**config.mk**
```make
export PLATFORM = sky130hd
export DESIGN_NAME = control_sequencer_flat
export DESIGN_NICKNAME = d
export VERILOG_FILES = /design/src/rtl/control_sequencer_pkg.sv /design/src/rtl/control_sequencer_if.sv /design/src/rtl/control_sequencer_decoder.sv /design/src/rtl/control_sequencer.sv /design/src/flat_wrapper.sv
export SDC_FILE = /design/constraint.sdc
export NUM_CORES = 1
export LEC_CHECK = 0
export ABC_AREA = 1
export BUFFER_PORTS_ARGS = -buffer_cell sky130_fd_sc_hd__buf_2
export CAP_MARGIN = 20
export CORE_AREA = 2 2 39 41
export CTS_CLUSTER_SIZE = 12
export DETAILED_ROUTE_END_ITERATION = 8
export DIE_AREA = 0 0 41 43
export SYNTH_ARGS = -nofsm -noshare
export SYNTH_HDL_FRONTEND = slang
export SYNTH_SLANG_ARGS = --single-unit
```
**constraint.sdc**
```tcl
create_clock -name clk -period 1.5 [get_ports clk]
set_clock_uncertainty 0.1 [all_clocks]
set_input_delay 0.3 -clock clk [delete_from_list [all_inputs] [get_ports clk]]
set_output_delay 0.3 -clock clk [all_outputs]
set_load 0.02 [all_outputs]
```
**src/rtl/control_sequencer_pkg.sv**
```systemverilog
// Shared types for the NSC-8 control sequencer: state encodings, opcodes, control word.
// Optional macro CONTROL_SEQUENCER_SINGLE_STEP_EN adds the STEP_WAIT state encoding.
package control_sequencer_pkg;

    typedef enum logic [2:0] {
        S_FETCH0    = 3'd0,
        S_FETCH1    = 3'd1,
        S_EXEC0     = 3'd2,
        S_EXEC1     = 3'd3,
        S_EXEC2     = 3'd4,
        S_HALT      = 3'd5
`ifdef CONTROL_SEQUENCER_SINGLE_STEP_EN
        ,
        S_STEP_WAIT = 3'd6
`endif
    } state_t;

    localparam logic [3:0] OP_NOP = 4'h0;
    localparam logic [3:0] OP_LDA = 4'h1;
    localparam logic [3:0] OP_ADD = 4'h2;
    localparam logic [3:0] OP_SUB = 4'h3;
    localparam logic [3:0] OP_STA = 4'h4;
    localparam logic [3:0] OP_LDI = 4'h5;
    localparam logic [3:0] OP_JMP = 4'h6;
    localparam logic [3:0] OP_JC  = 4'h7;
    localparam logic [3:0] OP_JZ  = 4'h8;
    localparam logic [3:0] OP_OUT = 4'hE;
    localparam logic [3:0] OP_HLT = 4'hF;

    typedef struct packed {
        logic pc_out;
        logic mem_out;
        logic ir_out;
        logic a_out;
        logic alu_out;
        logic pc_inc;
        logic pc_load;
        logic mar_load;
        logic ir_load;
        logic mem_write;
        logic load_a;
        logic load_immediate_a;
        logic b_load;
        logic out_load;
        logic alu_sub;
    } ctrl_t;

    // Number of execute microsteps; undefined opcodes behave as one-step NOPs.
    function automatic logic [1:0] exec_steps(input logic [3:0] op);
        case (op)
            OP_LDA, OP_STA: exec_steps = 2'd2;
            OP_ADD, OP_SUB: exec_steps = 2'd3;
            default:        exec_steps = 2'd1;
        endcase
    endfunction

endpackage

```
**src/rtl/control_sequencer_if.sv**
```systemverilog
// Control bus between the sequencer (master) and the NSC-8 datapath (slave).
// CONTROL_SEQUENCER_SINGLE_STEP_EN adds the step_mode/step inputs.
interface control_sequencer_if #(
    parameter int OPCODE_W = 4
);
    logic [OPCODE_W-1:0] opcode;
    logic                carry_flag;
    logic                zero_flag;
`ifdef CONTROL_SEQUENCER_SINGLE_STEP_EN
    logic                step_mode;
    logic                step;
`endif
    logic                pc_out;
    logic                mem_out;
    logic                ir_out;
    logic                a_out;
    logic                alu_out;
    logic                pc_inc;
    logic                pc_load;
    logic                mar_load;
    logic                ir_load;
    logic                mem_write;
    logic                load_a;
    logic                load_immediate_a;
    logic                b_load;
    logic                out_load;
    logic                alu_sub;
    logic                halted;
    logic [2:0]          t_state;

    modport master (
        input  opcode, carry_flag, zero_flag,
`ifdef CONTROL_SEQUENCER_SINGLE_STEP_EN
        input  step_mode, step,
`endif
        output pc_out, mem_out, ir_out, a_out, alu_out,
        output pc_inc, pc_load, mar_load, ir_load,
        output mem_write, load_a, load_immediate_a, b_load, out_load, alu_sub,
        output halted, t_state
    );

    modport slave (
        output opcode, carry_flag, zero_flag,
`ifdef CONTROL_SEQUENCER_SINGLE_STEP_EN
        output step_mode, step,
`endif
        input  pc_out, mem_out, ir_out, a_out, alu_out,
        input  pc_inc, pc_load, mar_load, ir_load,
        input  mem_write, load_a, load_immediate_a, b_load, out_load, alu_sub,
        input  halted, t_state
    );

endinterface

```
**src/rtl/control_sequencer_decoder.sv**
```systemverilog
// Combinational microcode ROM: (state, opcode, flags) -> one control word per cycle.
module control_decoder
    import control_sequencer_pkg::*;
(
    input  state_t     state,
    input  logic [3:0] opcode,
    input  logic       carry_flag,
    input  logic       zero_flag,
    output ctrl_t      ctrl
);

    always_comb begin
        ctrl = '0;
        case (state)
            S_FETCH0: begin
                ctrl.pc_out   = 1'b1;
                ctrl.mar_load = 1'b1;
            end
            S_FETCH1: begin
                ctrl.mem_out = 1'b1;
                ctrl.ir_load = 1'b1;
                ctrl.pc_inc  = 1'b1;
            end
            S_EXEC0: begin
                // Flags only matter here; conditional jumps resolve in this single step.
                case (opcode)
                    OP_LDA, OP_ADD, OP_SUB, OP_STA: begin
                        ctrl.ir_out   = 1'b1;
                        ctrl.mar_load = 1'b1;
                    end
                    OP_LDI: begin
                        ctrl.ir_out           = 1'b1;
                        ctrl.load_immediate_a = 1'b1;
                    end
                    OP_JMP: begin
                        ctrl.ir_out  = 1'b1;
                        ctrl.pc_load = 1'b1;
                    end
                    OP_JC: begin
                        ctrl.ir_out  = 1'b1;
                        ctrl.pc_load = carry_flag;
                    end
                    OP_JZ: begin
                        ctrl.ir_out  = 1'b1;
                        ctrl.pc_load = zero_flag;
                    end
                    OP_OUT: begin
                        ctrl.a_out    = 1'b1;
                        ctrl.out_load = 1'b1;
                    end
                    default: ctrl = '0;
                endcase
            end
            S_EXEC1: begin
                case (opcode)
                    OP_LDA: begin
                        ctrl.mem_out = 1'b1;
                        ctrl.load_a  = 1'b1;
                    end
                    OP_ADD, OP_SUB: begin
                        ctrl.mem_out = 1'b1;
                        ctrl.b_load  = 1'b1;
                        ctrl.alu_sub = (opcode == OP_SUB);
                    end
                    OP_STA: begin
                        ctrl.a_out     = 1'b1;
                        ctrl.mem_write = 1'b1;
                    end
                    default: ctrl = '0;
                endcase
            end
            S_EXEC2: begin
                if (opcode == OP_ADD || opcode == OP_SUB) begin
                    ctrl.alu_out = 1'b1;
                    ctrl.load_a  = 1'b1;
                    ctrl.alu_sub = (opcode == OP_SUB);
                end
            end
            default: ctrl = '0;
        endcase
    end

endmodule

```
**src/rtl/control_sequencer.sv**
```systemverilog
// NSC-8 fetch/decode/execute sequencer: state register, next-state logic, gated outputs.
// Optional single-step mode is enabled with `define CONTROL_SEQUENCER_SINGLE_STEP_EN.
module control_sequencer
    import control_sequencer_pkg::*;
#(
    parameter int X        = 8,
    parameter int OPCODE_W = 4
) (
    input  logic                 clk,
    input  logic                 reset_n,
    control_sequencer_if.master  bus
);

    if ((X % 2) != 0 || OPCODE_W != 4) begin : g_param_check
        $error("control_sequencer: X must be even and OPCODE_W must be 4");
    end

    state_t state;
    state_t state_next;
    state_t boundary;
    ctrl_t  ctrl;
    ctrl_t  ctrl_gated;
    logic [1:0] steps;

    assign steps = exec_steps(bus.opcode);

    // Where the sequencer lands between instructions (and after reset).
`ifdef CONTROL_SEQUENCER_SINGLE_STEP_EN
    assign boundary = bus.step_mode ? S_STEP_WAIT : S_FETCH0;
`else
    assign boundary = S_FETCH0;
`endif

    always_ff @(posedge clk) begin
        if (!reset_n) begin
            state <= boundary;
        end else begin
            state <= state_next;
        end
    end

    always_comb begin
        state_next = state;
        case (state)
            S_FETCH0: state_next = S_FETCH1;
            S_FETCH1: state_next = S_EXEC0;
            S_EXEC0: begin
                if (bus.opcode == OP_HLT) begin
                    state_next = S_HALT;
                end else if (steps == 2'd1) begin
                    state_next = boundary;
                end else begin
                    state_next = S_EXEC1;
                end
            end
            S_EXEC1:  state_next = (steps == 2'd2) ? boundary : S_EXEC2;
            S_EXEC2:  state_next = boundary;
            S_HALT:   state_next = S_HALT;
`ifdef CONTROL_SEQUENCER_SINGLE_STEP_EN
            S_STEP_WAIT: state_next = bus.step ? S_FETCH0 : S_STEP_WAIT;
`endif
            default:  state_next = S_FETCH0;
        endcase
    end

    control_decoder u_decoder (
        .state      (state),
        .opcode     (bus.opcode),
        .carry_flag (bus.carry_flag),
        .zero_flag  (bus.zero_flag),
        .ctrl       (ctrl)
    );

    // While reset is asserted nothing may write, even mid-instruction.
    always_comb begin
        ctrl_gated           = reset_n ? ctrl : '0;
        bus.pc_out           = ctrl_gated.pc_out;
        bus.mem_out          = ctrl_gated.mem_out;
        bus.ir_out           = ctrl_gated.ir_out;
        bus.a_out            = ctrl_gated.a_out;
        bus.alu_out          = ctrl_gated.alu_out;
        bus.pc_inc           = ctrl_gated.pc_inc;
        bus.pc_load          = ctrl_gated.pc_load;
        bus.mar_load         = ctrl_gated.mar_load;
        bus.ir_load          = ctrl_gated.ir_load;
        bus.mem_write        = ctrl_gated.mem_write;
        bus.load_a           = ctrl_gated.load_a;
        bus.load_immediate_a = ctrl_gated.load_immediate_a;
        bus.b_load           = ctrl_gated.b_load;
        bus.out_load         = ctrl_gated.out_load;
        bus.alu_sub          = ctrl_gated.alu_sub;
        bus.halted           = reset_n && (state == S_HALT);
        bus.t_state          = state;
    end

endmodule

```
**src/flat_wrapper.sv**
```systemverilog
// flat-port wrapper written by rule: the top's interface ports become plain ports
module control_sequencer_flat import control_sequencer_pkg::*;
#(
    parameter int X        = 8,
    parameter int OPCODE_W = 4
)
  (clk, reset_n, bus_opcode, bus_carry_flag, bus_zero_flag, bus_pc_out, bus_mem_out, bus_ir_out, bus_a_out, bus_alu_out, bus_pc_inc, bus_pc_load, bus_mar_load, bus_ir_load, bus_mem_write, bus_load_a, bus_load_immediate_a, bus_b_load, bus_out_load, bus_alu_sub, bus_halted, bus_t_state);
  control_sequencer_if #(.OPCODE_W(OPCODE_W)) bus_i ();
  input  logic clk;
  input  logic reset_n;
  input wire logic [$bits(bus_i.opcode)-1:0] bus_opcode;
  input wire logic [$bits(bus_i.carry_flag)-1:0] bus_carry_flag;
  input wire logic [$bits(bus_i.zero_flag)-1:0] bus_zero_flag;
  output wire logic [$bits(bus_i.pc_out)-1:0] bus_pc_out;
  output wire logic [$bits(bus_i.mem_out)-1:0] bus_mem_out;
  output wire logic [$bits(bus_i.ir_out)-1:0] bus_ir_out;
  output wire logic [$bits(bus_i.a_out)-1:0] bus_a_out;
  output wire logic [$bits(bus_i.alu_out)-1:0] bus_alu_out;
  output wire logic [$bits(bus_i.pc_inc)-1:0] bus_pc_inc;
  output wire logic [$bits(bus_i.pc_load)-1:0] bus_pc_load;
  output wire logic [$bits(bus_i.mar_load)-1:0] bus_mar_load;
  output wire logic [$bits(bus_i.ir_load)-1:0] bus_ir_load;
  output wire logic [$bits(bus_i.mem_write)-1:0] bus_mem_write;
  output wire logic [$bits(bus_i.load_a)-1:0] bus_load_a;
  output wire logic [$bits(bus_i.load_immediate_a)-1:0] bus_load_immediate_a;
  output wire logic [$bits(bus_i.b_load)-1:0] bus_b_load;
  output wire logic [$bits(bus_i.out_load)-1:0] bus_out_load;
  output wire logic [$bits(bus_i.alu_sub)-1:0] bus_alu_sub;
  output wire logic [$bits(bus_i.halted)-1:0] bus_halted;
  output wire logic [$bits(bus_i.t_state)-1:0] bus_t_state;
  assign bus_i.opcode = bus_opcode;
  assign bus_i.carry_flag = bus_carry_flag;
  assign bus_i.zero_flag = bus_zero_flag;
  assign bus_pc_out = bus_i.pc_out;
  assign bus_mem_out = bus_i.mem_out;
  assign bus_ir_out = bus_i.ir_out;
  assign bus_a_out = bus_i.a_out;
  assign bus_alu_out = bus_i.alu_out;
  assign bus_pc_inc = bus_i.pc_inc;
  assign bus_pc_load = bus_i.pc_load;
  assign bus_mar_load = bus_i.mar_load;
  assign bus_ir_load = bus_i.ir_load;
  assign bus_mem_write = bus_i.mem_write;
  assign bus_load_a = bus_i.load_a;
  assign bus_load_immediate_a = bus_i.load_immediate_a;
  assign bus_b_load = bus_i.b_load;
  assign bus_out_load = bus_i.out_load;
  assign bus_alu_sub = bus_i.alu_sub;
  assign bus_halted = bus_i.halted;
  assign bus_t_state = bus_i.t_state;
  control_sequencer #(.X(X), .OPCODE_W(OPCODE_W)) u_core (.clk(clk), .reset_n(reset_n), .bus(bus_i));
endmodule
```
==> impl_metrics.csv <==
group,metric,value,unit
status,outcome,"finished, violations left",
status,violations_in_the_final_reports,"negative setup slack",
detailed_routing,drt-wirelength-per-cell,10.6,um
cts,cts.sinks,3,
flow_run,max_cap_viol_count,0,
sta,totalNegativeSetupSlack,-1.51,ns
cells_and_area,layout-drive-gt1-share,0.723,
yosys,syn_avg_cell_area,5.90,um2
detailed_routing,routed-via-count,596,
cts,cts_made_buffers,3,
global_routing,overall_global_routing_resource_usage,0.175,
cts,ctsHtreeMaxLevel,1,
critical_path,cp.arrival,1.27,ns
yosys,synth.cell_area,389,um2
cells_and_area,multi_input_comb_area,385,um2
sta,hold_viol_final,0,
cts,cts_buffer_depth,2,
global_routing,grt_pass1_wl,2180,um
sta,whs,0.461,ns
floorplan,fp.coreArea,0.00138,mm2
yosys,synth-seq-area-share,0.154,
floorplan,die_y,43,um
sta,fin_crit_share,1.11,
sta,finalCriticalPeriod,1.67,ns
pwr,pwr-share-comb,0.499,
pwr,total_power,0.495,mW
cells_and_area,mostFrequentLayoutCell,"sky130_fd_sc_hd__buf_4",
critical_path,timing.critical_path.from,"u_core.bus.t_state[2]",
detailed_routing,via_per_inst,4.66,
cells_and_area,flip_flop_count_of_the_largest_register_after_layout,3,
detailed_routing,postRouteAntennaNets,0,
critical_path,path_max_fanout,5,
critical_path,type_of_element_capturing_the_critical_path,"output pin",
cells_and_area,layout_common_cells,"sky130_fd_sc_hd__buf_4, sky130_fd_sc_hd__buf_2, sky130_fd_sc_hd__nand2_1, sky130_fd_sc_hd__buf_6",
place,detailedPlace.worstSlack,-0.0346,ns
sta,grt_setup_unrepaired,"true",
floorplan,die-area,0.00176,mm2
floorplan,start_util,0.281,
pwr,p_sw_frac,0.390,
global_routing,global_route.overflow_total,0,
global_routing,antenna_found_initial,0,
yosys,yosys_warnings,0,
sta,slew_violations,0,
sta,setup_viol,13,
cells_and_area,seq_area,71.3,um2
floorplan,top_level_ports,27,
pwr,vdd.ir_drop.worst,0.195,mV
sta,setup_ws,-0.168,ns
sta,timing_worst_slew_pin_value,0.221,ns
floorplan,core.rowCount,14,
pwr,p_clk_frac,0.279,
yosys,syn_nets,74,
pwr,cellPowerDensity,574,mW/mm2
critical_path,r2r_start,"u_core.bus.t_state[0]",
detailed_routing,drt_iter0_markers,2,
sta,max-slew-margin-rel,0.851,
place,gp_congestion,0.784,
yosys,post_synth_inst_count,66,
pwr,p_sw,0.193,mW
pwr,power.sequential.fraction,0.221,
yosys,yosys_register_bits,3,
detailed_routing,drc,0,
cells_and_area,final_core_utilization,0.624,
pwr,internal_power,0.302,mW
worst_hold_path,timing.hold.worst.class,"input port to register",
cts,ctsRootBufferMaster,"sky130_fd_sc_hd__clkbuf_4",
cts,cts_hold_buffers,0,
critical_path,setup.worst_path.class,"register to output pin",
cts,clock_tree_from_tritoncts,"done",
yosys,ys_types,21,
detailed_routing,dr.pass1.iters,2,
cells_and_area,final_net_count,121,
pwr,leakagePower,0.409,nW
detailed_routing,wl,1360,um
cells_and_area,areaGrowthSynthToFinish,122,%
floorplan,floorplan_die_width,41,um
critical_path,worst-endpoint-required,1.10,ns
place,port-buffer-count,26,
global_routing,first_global_vias,554,
cts,insertion_delay,0.23,ns
cts,clk_transition_reported_paths,0.04,ns
sta,achievable_frequency,600,MHz
cells_and_area,filler_cell_count,123,
global_routing,grt_max_degree,8,
place,dpl.hpwl,1030,um
critical_path,timing.critical_path.from_type,"register",
cells_and_area,antenna_cells,0,
worst_hold_path,worstHoldStart,"reset_n",
==> final cells by class <==
class                           instances  share of cell area
Clock buffer                            4              0.0304
Timing Repair Buffer                   43               0.375
Sequential cell                         3              0.0826
Inverter                                9              0.0420
Tap cell                               16              0.0232
Multi-Input combinational cell         53               0.446
==> final timing paths <==
kind / slack, ns / to / depth (start not counted)
min: 0.46 / u_core.bus.t_state[2] / 4
max: -0.17 / bus_ir_out / 5
max reg2reg: 0.22 / u_core.bus.t_state[2] / 7
min reg2reg: 0.57 / u_core.bus.t_state[1] / 3
==> layer usage <==
metal	wire, um	GRT usage	up-vias	part of all wire
li1	-	-	315	-
met1	535	0.193	265	0.39
met2	768	0.309	14	0.57
met3	42	0	2	0.031
met4	12	0.100	0	0.0088
met5	0	0	-	0
==> logic make-up after synthesis <==
group           count (synthesis)  synth area share
buf+inv                        10             0.106
compound gates                 11             0.167
flops                           3             0.154
simple gates                   42             0.572
==> synthesized netlist by cell type, drive strengths merged <==
cell type | instances | share of area
nor3 | 4 | 0.11
dfxtp | 3 | 0.15
nand3 | 7 | 0.090
o21ai | 2 | 0.026
buf | 1 | 0.019
o211ai | 1 | 0.019
o22ai | 3 | 0.048
nor2 | 15 | 0.18
a21oi | 5 | 0.074
inv | 8 | 0.077
clkinv | 1 | 0.0096
nand2 | 14 | 0.17
nand4 | 2 | 0.032
==> stage by stage <==
step | instances | instance area [um2]
detailed placement | 120 | 678
global route | 128 | 863
CTS | 126 | 813
global placement | 120 | 678
finish | 128 | 863
floorplan | 66 | 438
==> power groups by stage <==
stage | registers, mW | logic (mW) | clock network [mW]
floorplan | 0.114 | 0.103 | 0
global placement | 0.107 | 0.191 | 0
detailed placement | 0.107 | 0.192 | 0
CTS | 0.109 | 0.234 | 0.149
global route | 0.112 | 0.268 | 0.146
finish | 0.110 | 0.247 | 0.138
==> critical path: stages, from the launching register on <==
cell and delay, ns:
sky130_fd_sc_hd__dfxtp_4 0.37, sky130_fd_sc_hd__nor3_4 0.20, sky130_fd_sc_hd__buf_4 0.14, sky130_fd_sc_hd__nand2_4 0.07, sky130_fd_sc_hd__a21oi_2 0.11, sky130_fd_sc_hd__buf_4 0.15
==> what timing repair did <==
item	CTS	global route
pin swaps	3	3
setup buffers	2	2
resized for setup	30	11
cloned	0	0
setup endpoints to repair	15	16
Power figures use the tool's default switching activity.
